$ cat src/rtl/muldiv_sequencer.sv
// Iterative multiply/divide unit: shift-add multiply and restoring divide, one bit per cycle.
// Define MULDIV_SIGNED_EN for two's-complement operands; the default build is unsigned.
module muldiv_sequencer #(
    parameter int                           REG_DATA_WIDTH    = 16,
    parameter int                           ALU_CONTROL_WIDTH = 4,
    parameter logic [ALU_CONTROL_WIDTH-1:0] MUL_CODE          = 4'b0001,
    parameter logic [ALU_CONTROL_WIDTH-1:0] DIV_CODE          = 4'b0010
) (
    input  logic                         clk,
    input  logic                         rst,
    input  logic                         start,
    input  logic [ALU_CONTROL_WIDTH-1:0] alu_control,
    input  logic [REG_DATA_WIDTH-1:0]    a,
    input  logic [REG_DATA_WIDTH-1:0]    b,
    output logic                         busy,
    output logic                         done,
    output logic [REG_DATA_WIDTH-1:0]    r,
    output logic [REG_DATA_WIDTH-1:0]    s,
    output logic                         exc_muldiv
);

    localparam int W  = REG_DATA_WIDTH;
    localparam int CW = $clog2(W + 1);

`ifdef MULDIV_SIGNED_EN
    localparam bit SIGNED_EN = 1'b1;
`else
    localparam bit SIGNED_EN = 1'b0;
`endif

    typedef enum logic [1:0] {IDLE, CALC, FIX, DONE} state_t;

    state_t         state_q;
    logic           busy_q, done_q, exc_q;
    logic [W-1:0]   r_q, s_q;
    logic [CW-1:0]  cnt_q;
    logic [W-1:0]   hi_q, lo_q, mcand_q;
    logic           op_div_q, neg_res_q, neg_a_q, ovf_q;

    logic           is_mul, is_div, a_neg, b_neg, ovf_d;
    logic [W-1:0]   a_mag, b_mag;
    logic [W:0]     mul_sum;
    logic [W+1:0]   div_trial;
    logic [W-1:0]   calc_hi_d, calc_lo_d;
    logic [2*W-1:0] prod_mag, prod;
    logic [W-1:0]   quot, rem;
    logic [W-1:0]   fix_r_d, fix_s_d;

    always_comb begin
        is_mul = (alu_control == MUL_CODE);
        is_div = (alu_control == DIV_CODE);
        a_neg  = SIGNED_EN && a[W-1];
        b_neg  = SIGNED_EN && b[W-1];
        a_mag  = a_neg ? -a : a;
        b_mag  = b_neg ? -b : b;
        ovf_d  = SIGNED_EN && is_div && (a == {1'b1, {(W-1){1'b0}}}) && (b == '1);

        // Multiply keeps the multiplier in lo_q and shifts the partial product down into it;
        // divide shifts the dividend out of lo_q into the remainder and quotient bits back in.
        mul_sum   = {1'b0, hi_q} + (lo_q[0] ? {1'b0, mcand_q} : '0);
        div_trial = {1'b0, hi_q, lo_q[W-1]} - {2'b00, mcand_q};
        if (op_div_q) begin
            calc_hi_d = div_trial[W+1] ? {hi_q[W-2:0], lo_q[W-1]} : div_trial[W-1:0];
            calc_lo_d = {lo_q[W-2:0], ~div_trial[W+1]};
        end else begin
            {calc_hi_d, calc_lo_d} = {mul_sum, lo_q[W-1:1]};
        end

        prod_mag = {hi_q, lo_q};
        prod     = neg_res_q ? -prod_mag : prod_mag;
        quot     = neg_res_q ? -lo_q : lo_q;
        rem      = neg_a_q ? -hi_q : hi_q;
        fix_r_d  = op_div_q ? quot : prod[W-1:0];
        fix_s_d  = op_div_q ? rem  : prod[2*W-1:W];
    end

    // NOTE: all state here is written with <= so every register samples pre-edge values;
    // datapath registers are reset too, which keeps r/s defined after an aborted operation.
    always_ff @(posedge clk) begin
        if (rst) begin
            state_q   <= IDLE;
            busy_q    <= 1'b0;
            done_q    <= 1'b0;
            exc_q     <= 1'b0;
            r_q       <= '0;
            s_q       <= '0;
            cnt_q     <= '0;
            hi_q      <= '0;
            lo_q      <= '0;
            mcand_q   <= '0;
            op_div_q  <= 1'b0;
            neg_res_q <= 1'b0;
            neg_a_q   <= 1'b0;
            ovf_q     <= 1'b0;
        end else begin
            done_q <= 1'b0;
            exc_q  <= 1'b0;
            case (state_q)
                IDLE, DONE: begin
                    state_q <= IDLE;
                    if (start) begin
                        if (!is_mul && !is_div) begin
                            state_q <= DONE;
                            done_q  <= 1'b1;
                            exc_q   <= 1'b1;
                            r_q     <= '0;
                            s_q     <= '0;
                        end else if (is_div && (b == '0)) begin
                            state_q <= DONE;
                            done_q  <= 1'b1;
                            exc_q   <= 1'b1;
                            r_q     <= '0;
                            s_q     <= a;
                        end else begin
                            state_q   <= CALC;
                            busy_q    <= 1'b1;
                            cnt_q     <= CW'(W);
                            hi_q      <= '0;
                            lo_q      <= is_div ? a_mag : b_mag;
                            mcand_q   <= is_div ? b_mag : a_mag;
                            op_div_q  <= is_div;
                            neg_res_q <= a_neg ^ b_neg;
                            neg_a_q   <= a_neg;
                            ovf_q     <= ovf_d;
                        end
                    end
                end
                CALC: begin
                    hi_q  <= calc_hi_d;
                    lo_q  <= calc_lo_d;
                    cnt_q <= cnt_q - CW'(1);
                    if (cnt_q == CW'(1)) begin
                        state_q <= FIX;
                    end
                end
                FIX: begin
                    r_q     <= fix_r_d;
                    s_q     <= fix_s_d;
                    exc_q   <= ovf_q;
                    done_q  <= 1'b1;
                    busy_q  <= 1'b0;
                    state_q <= DONE;
                end
                default: begin
                    state_q <= IDLE;
                    busy_q  <= 1'b0;
                end
            endcase
        end
    end

    assign busy       = busy_q;
    assign done       = done_q;
    assign r          = r_q;
    assign s          = s_q;
    assign exc_muldiv = exc_q;

endmodule
$ cat config.mk
export PLATFORM = sky130hd
export DESIGN_NAME = muldiv_sequencer
export DESIGN_NICKNAME = d
export VERILOG_FILES = /design/src/rtl/muldiv_sequencer.sv
export SDC_FILE = /design/constraint.sdc
export NUM_CORES = 1
export LEC_CHECK = 0
export ABC_AREA = 1
export BUFFER_PORTS_ARGS = -buffer_cell sky130_fd_sc_hd__buf_2
export CORE_MARGIN = 2
export CORE_UTILIZATION = 60
export DETAILED_ROUTE_END_ITERATION = 16
export GPL_TIMING_DRIVEN = 0
export HOLD_SLACK_MARGIN = 0.02
export PLACE_DENSITY = 0.81
export SKIP_CTS_REPAIR_TIMING = 1
export SLEW_MARGIN = 20
export SYNTH_ARGS = -nofsm -noshare
export SYNTH_HDL_FRONTEND = slang
export SYNTH_SLANG_ARGS = --single-unit
$ cat constraint.sdc
create_clock -name clk -period 5.15 [get_ports clk]
set_input_delay 1.03 -clock clk [delete_from_list [all_inputs] [get_ports clk]]
set_output_delay 1.03 -clock clk [all_outputs]
set_load 0.01 [all_outputs]
==> run summary <==
PWR
-----------------------------------------------------------------------------------------------
Total design power                                                                     2.917 mW
Leakage power                                                                          3.509 nW
Pwr/cell area                                                                      396.8 nW/um2
VDD IR-drop max                                                                        379.1 uV

TIMING
-----------------------------------------------------------------------------------------------
Max-slew violation total from the final report                                                0
Sum of negative setup slack                                                                0 ns
Least setup slack across all paths after layout                                        1.944 ns
Share of the cycle needed by the critical path after routing                             0.6226
Final critical delay including setup and external delays                               3.206 ns
Normalized max-slew margin                                                               0.5281
Max frequency                                                                         311.9 MHz
Hold WS                                                                               0.4864 ns
Hold Vio Cnt, Final                                                                           0
Worst Tran Pin Value                                                                  0.7078 ns
Unrepaired setup endpoints after global routing                                              no
Count of endpoints failing setup in the final report                                          0
Worst-case clock skew                                                                0.01155 ns

CLOCK TREE
-----------------------------------------------------------------------------------------------
Root buf cell                                                                          clkbuf_8
TritonCTS Buffers                                                                             9
Worst skew pair latency                                                                 0.37 ns
Sink Count                                                                                   91
Worst-case clock buffer depth                                                                 2
Clock input transition at the sequential cells of the worst setup and hold paths        0.10 ns
Deepest level of the CTS H-tree                                                               3
TritonCTS clock tree                                                                        yes

FINAL LAYOUT
-----------------------------------------------------------------------------------------------
Non-filler instance count after layout                                                    1,301
Number of nets in the finished design                                                     1,233
Layout Area Growth over Synthesis                                                        11.12%
Share of cells above drive strength 1                                                    0.1240
Inserted Diodes                                                                               0

DETAILED ROUTING
-----------------------------------------------------------------------------------------------
First DRT Iteration DRCs                                                                    746
Wirelength per Cell                                                                    17.22 um
Length of routed wiring on met1                                                        8.816 mm
Pre-Repair DR Iteration Count                                                                 6
Highest routed metal layer                                                                 met4
Wire length on met2                                                                    9.851 mm
Antenna Violating Nets Remaining                                                              0
Number of vias in the routed layout                                                       7,548
Overall routed net length                                                              22.40 mm
Detail Route met3 WL                                                                   2.047 mm
Vias/cell                                                                                 5.802
Final routed DRC violation total                                                              0

GRT
-----------------------------------------------------------------------------------------------
Global-route wire length before repair                                                 34.67 mm
Initial antenna violation count                                                               0
Remaining Overflow, GRT                                                                       0
Largest net degree at the start of global routing                                            17
Aggregate global-route resource usage                                                    0.3855
Vias in the first global route                                                            6,907

SYNTH
-----------------------------------------------------------------------------------------------
Syn Area/Cell                                                                         6.166 um2
Yosys warnings                                                                                0
Sequential cell area fraction in the yosys report                                        0.2753
Total standard cell area after synthesis                                               6616 um2
Count of distinct cell types in the synthesized netlist                                      42
Number of nets in the synthesized netlist                                                 1,150
Flip-flop and latch count after synthesis                                                    91
Cells after Synth                                                                         1,073

FLOORPLANNING
-----------------------------------------------------------------------------------------------
Number of standard-cell rows in the floorplan                                                38
Die area                                                                             11,880 um2
I/O pin count                                                                                74
Area of the placeable core                                                           10,790 um2
Overall die height                                                                     109.0 um
Initial standard-cell utilization of the core                                            0.6130
Die width                                                                              109.0 um

RUN
-----------------------------------------------------------------------------------------------
Maxcap violations                                                                             0

WORST HOLD PATH
-----------------------------------------------------------------------------------------------
Worst hold path type                                                                 reg -> reg

WORST SETUP PATH
-----------------------------------------------------------------------------------------------
CP endpoint kind                                                                           flop
Maximum fanout along the worst path                                                          10
Critical Path Start Type                                                                   flop
CP most frequent cell                                                                   nand2_1
Crit-path cells                                                                    clkbuf_1, buf_1, nand2_1, inv_1, ha_1, inv_1, fa_1, inv_1, nand3_1, nand2_1, nand3_1, nand2_1, nand2_1, nand2_1, a21oi_1, nor2_1, nand2_1, a21oi_1
Critical Setup Path Class                                                            reg -> reg
Library cell contributing the largest single delay on the critical path                clkbuf_1
Worst path required time                                                                5.46 ns
Slowest cell delay on critical path                                                     0.44 ns
Arrival time of the worst setup path                                                    3.51 ns

PLACE
-----------------------------------------------------------------------------------------------
Post-DP HPWL                                                                           17.88 mm
Port buffer count                                                                            72
Number of cells in the design after placement                                             1,285
Gp weighted congestion                                                                    1.118
Worst slack, placed                                                                    2.043 ns

STATUS
-----------------------------------------------------------------------------------------------
Run status                                                                         finished, final reports clean

flip-flops by register name (all words and copies together), names as in the netlist:
register    count
hi_q           16
lo_q           16
mcand_q        16
r              16
s              16
cnt_q           5
state_q         2
busy            1
done            1
exc_muldiv      1
op_div_q        1
power breakdown:
part,switching [mW],internal (mW)
clock,0.272,0.230
sequential,0.121,0.893
combinational,0.923,0.480
worst paths after layout:
path	from	end	slack, ns	cells past startpoint
min	cnt_q[4]	cnt_q[4]	0.49	2
min reg2reg	cnt_q[4]	cnt_q[4]	0.49	2
max reg2reg	lo_q[0]	hi_q[15]	1.94	18
max	lo_q[0]	hi_q[15]	1.94	18
placed cells by master, fill, tap and decap left out, types with 6 or more instances in the layout:
cell type / count
dfxtp_1: 91
nand3_1: 65
a21oi_1: 103
nor3_1: 12
nand4_1: 6
nor2_1: 117
clkbuf_8: 9
nand3_2: 8
o21ai_0: 116
ha_1: 36
inv_1: 117
clkbuf_1: 28
a31oi_1: 18
buf_2: 82
nand2_2: 6
nand2_1: 264
o21ai_1: 14
a211oi_1: 7
layout make-up:
class | count | area [um2]
Multi-Input combinational cell | 807 | 4069
Fill cell | 1050 | 3441
Sequential cell | 91 | 1822
Inverter | 126 | 476.7
Timing Repair Buffer | 72 | 360.3
Buffer | 49 | 249.0
Tap cell | 140 | 175.2
Clock buffer | 10 | 127.6
Clock inverter | 6 | 72.57
layer usage:
layer | track usage | vias to the layer above
met1 | 0.4721 | 3375
met2 | 0.6158 | 395
met3 | 0.06097 | 109
met4 | 0.2720 | 0
met5 | 0 | -
li1 | - | 3669
cell families after synthesis:
logic type,count (synthesis),share of synthesized area
fa+ha+maj,38,0.07413
compound gates,266,0.2109
simple gates,499,0.3247
flops,91,0.2753
xor+xnor,4,0.005296
buf+inv,175,0.1097
synth_stat cells (all sizes together):
| cell | instances | share of area |
|---|---|---|
| o21bai | 1 | 0.0011 |
| nand2 | 272 | 0.16 |
| nor2 | 124 | 0.077 |
| nor3 | 13 | 0.012 |
| a31oi | 18 | 0.017 |
| buf | 22 | 0.022 |
| and2 | 2 | 0.0019 |
| dfxtp | 91 | 0.28 |
| nand3b | 2 | 0.0023 |
| a21oi | 104 | 0.079 |
| xor2 | 2 | 0.0026 |
| o22ai | 2 | 0.0019 |
| nand4 | 6 | 0.0057 |
| or2 | 5 | 0.0047 |
| clkinv | 3 | 0.0019 |
| and3 | 2 | 0.0019 |
| o211ai | 2 | 0.0023 |
| fa | 2 | 0.0061 |
| o21a | 1 | 0.0011 |
| inv | 123 | 0.070 |
| xnor2 | 2 | 0.0026 |
| a211oi | 8 | 0.0098 |
| o21ai | 130 | 0.098 |
| nand3 | 73 | 0.061 |
| ha | 36 | 0.068 |
| clkbuf | 27 | 0.015 |
critical path, delay by kind of cell, from the launching register on:
| kind | cells | cell delay, ns |
|---|---|---|
| flops | 1 | 0.31 |
| simple gates | 9 | 0.83 |
| fa+ha+maj | 2 | 0.67 |
| compound gates | 2 | 0.19 |
| buf+inv | 5 | 1.13 |
through the flow:
| step | utilization | area [um2] |
|---|---|---|
| final | 0.6812 | 7352 |
| after global routing | 0.6812 | 7352 |
| after CTS | 0.6812 | 7352 |
| after detailed placement | 0.6626 | 7152 |
| after global placement | 0.6626 | 7152 |
| after floorplan | - | 6616 |
Power figures use the tool's default switching activity.
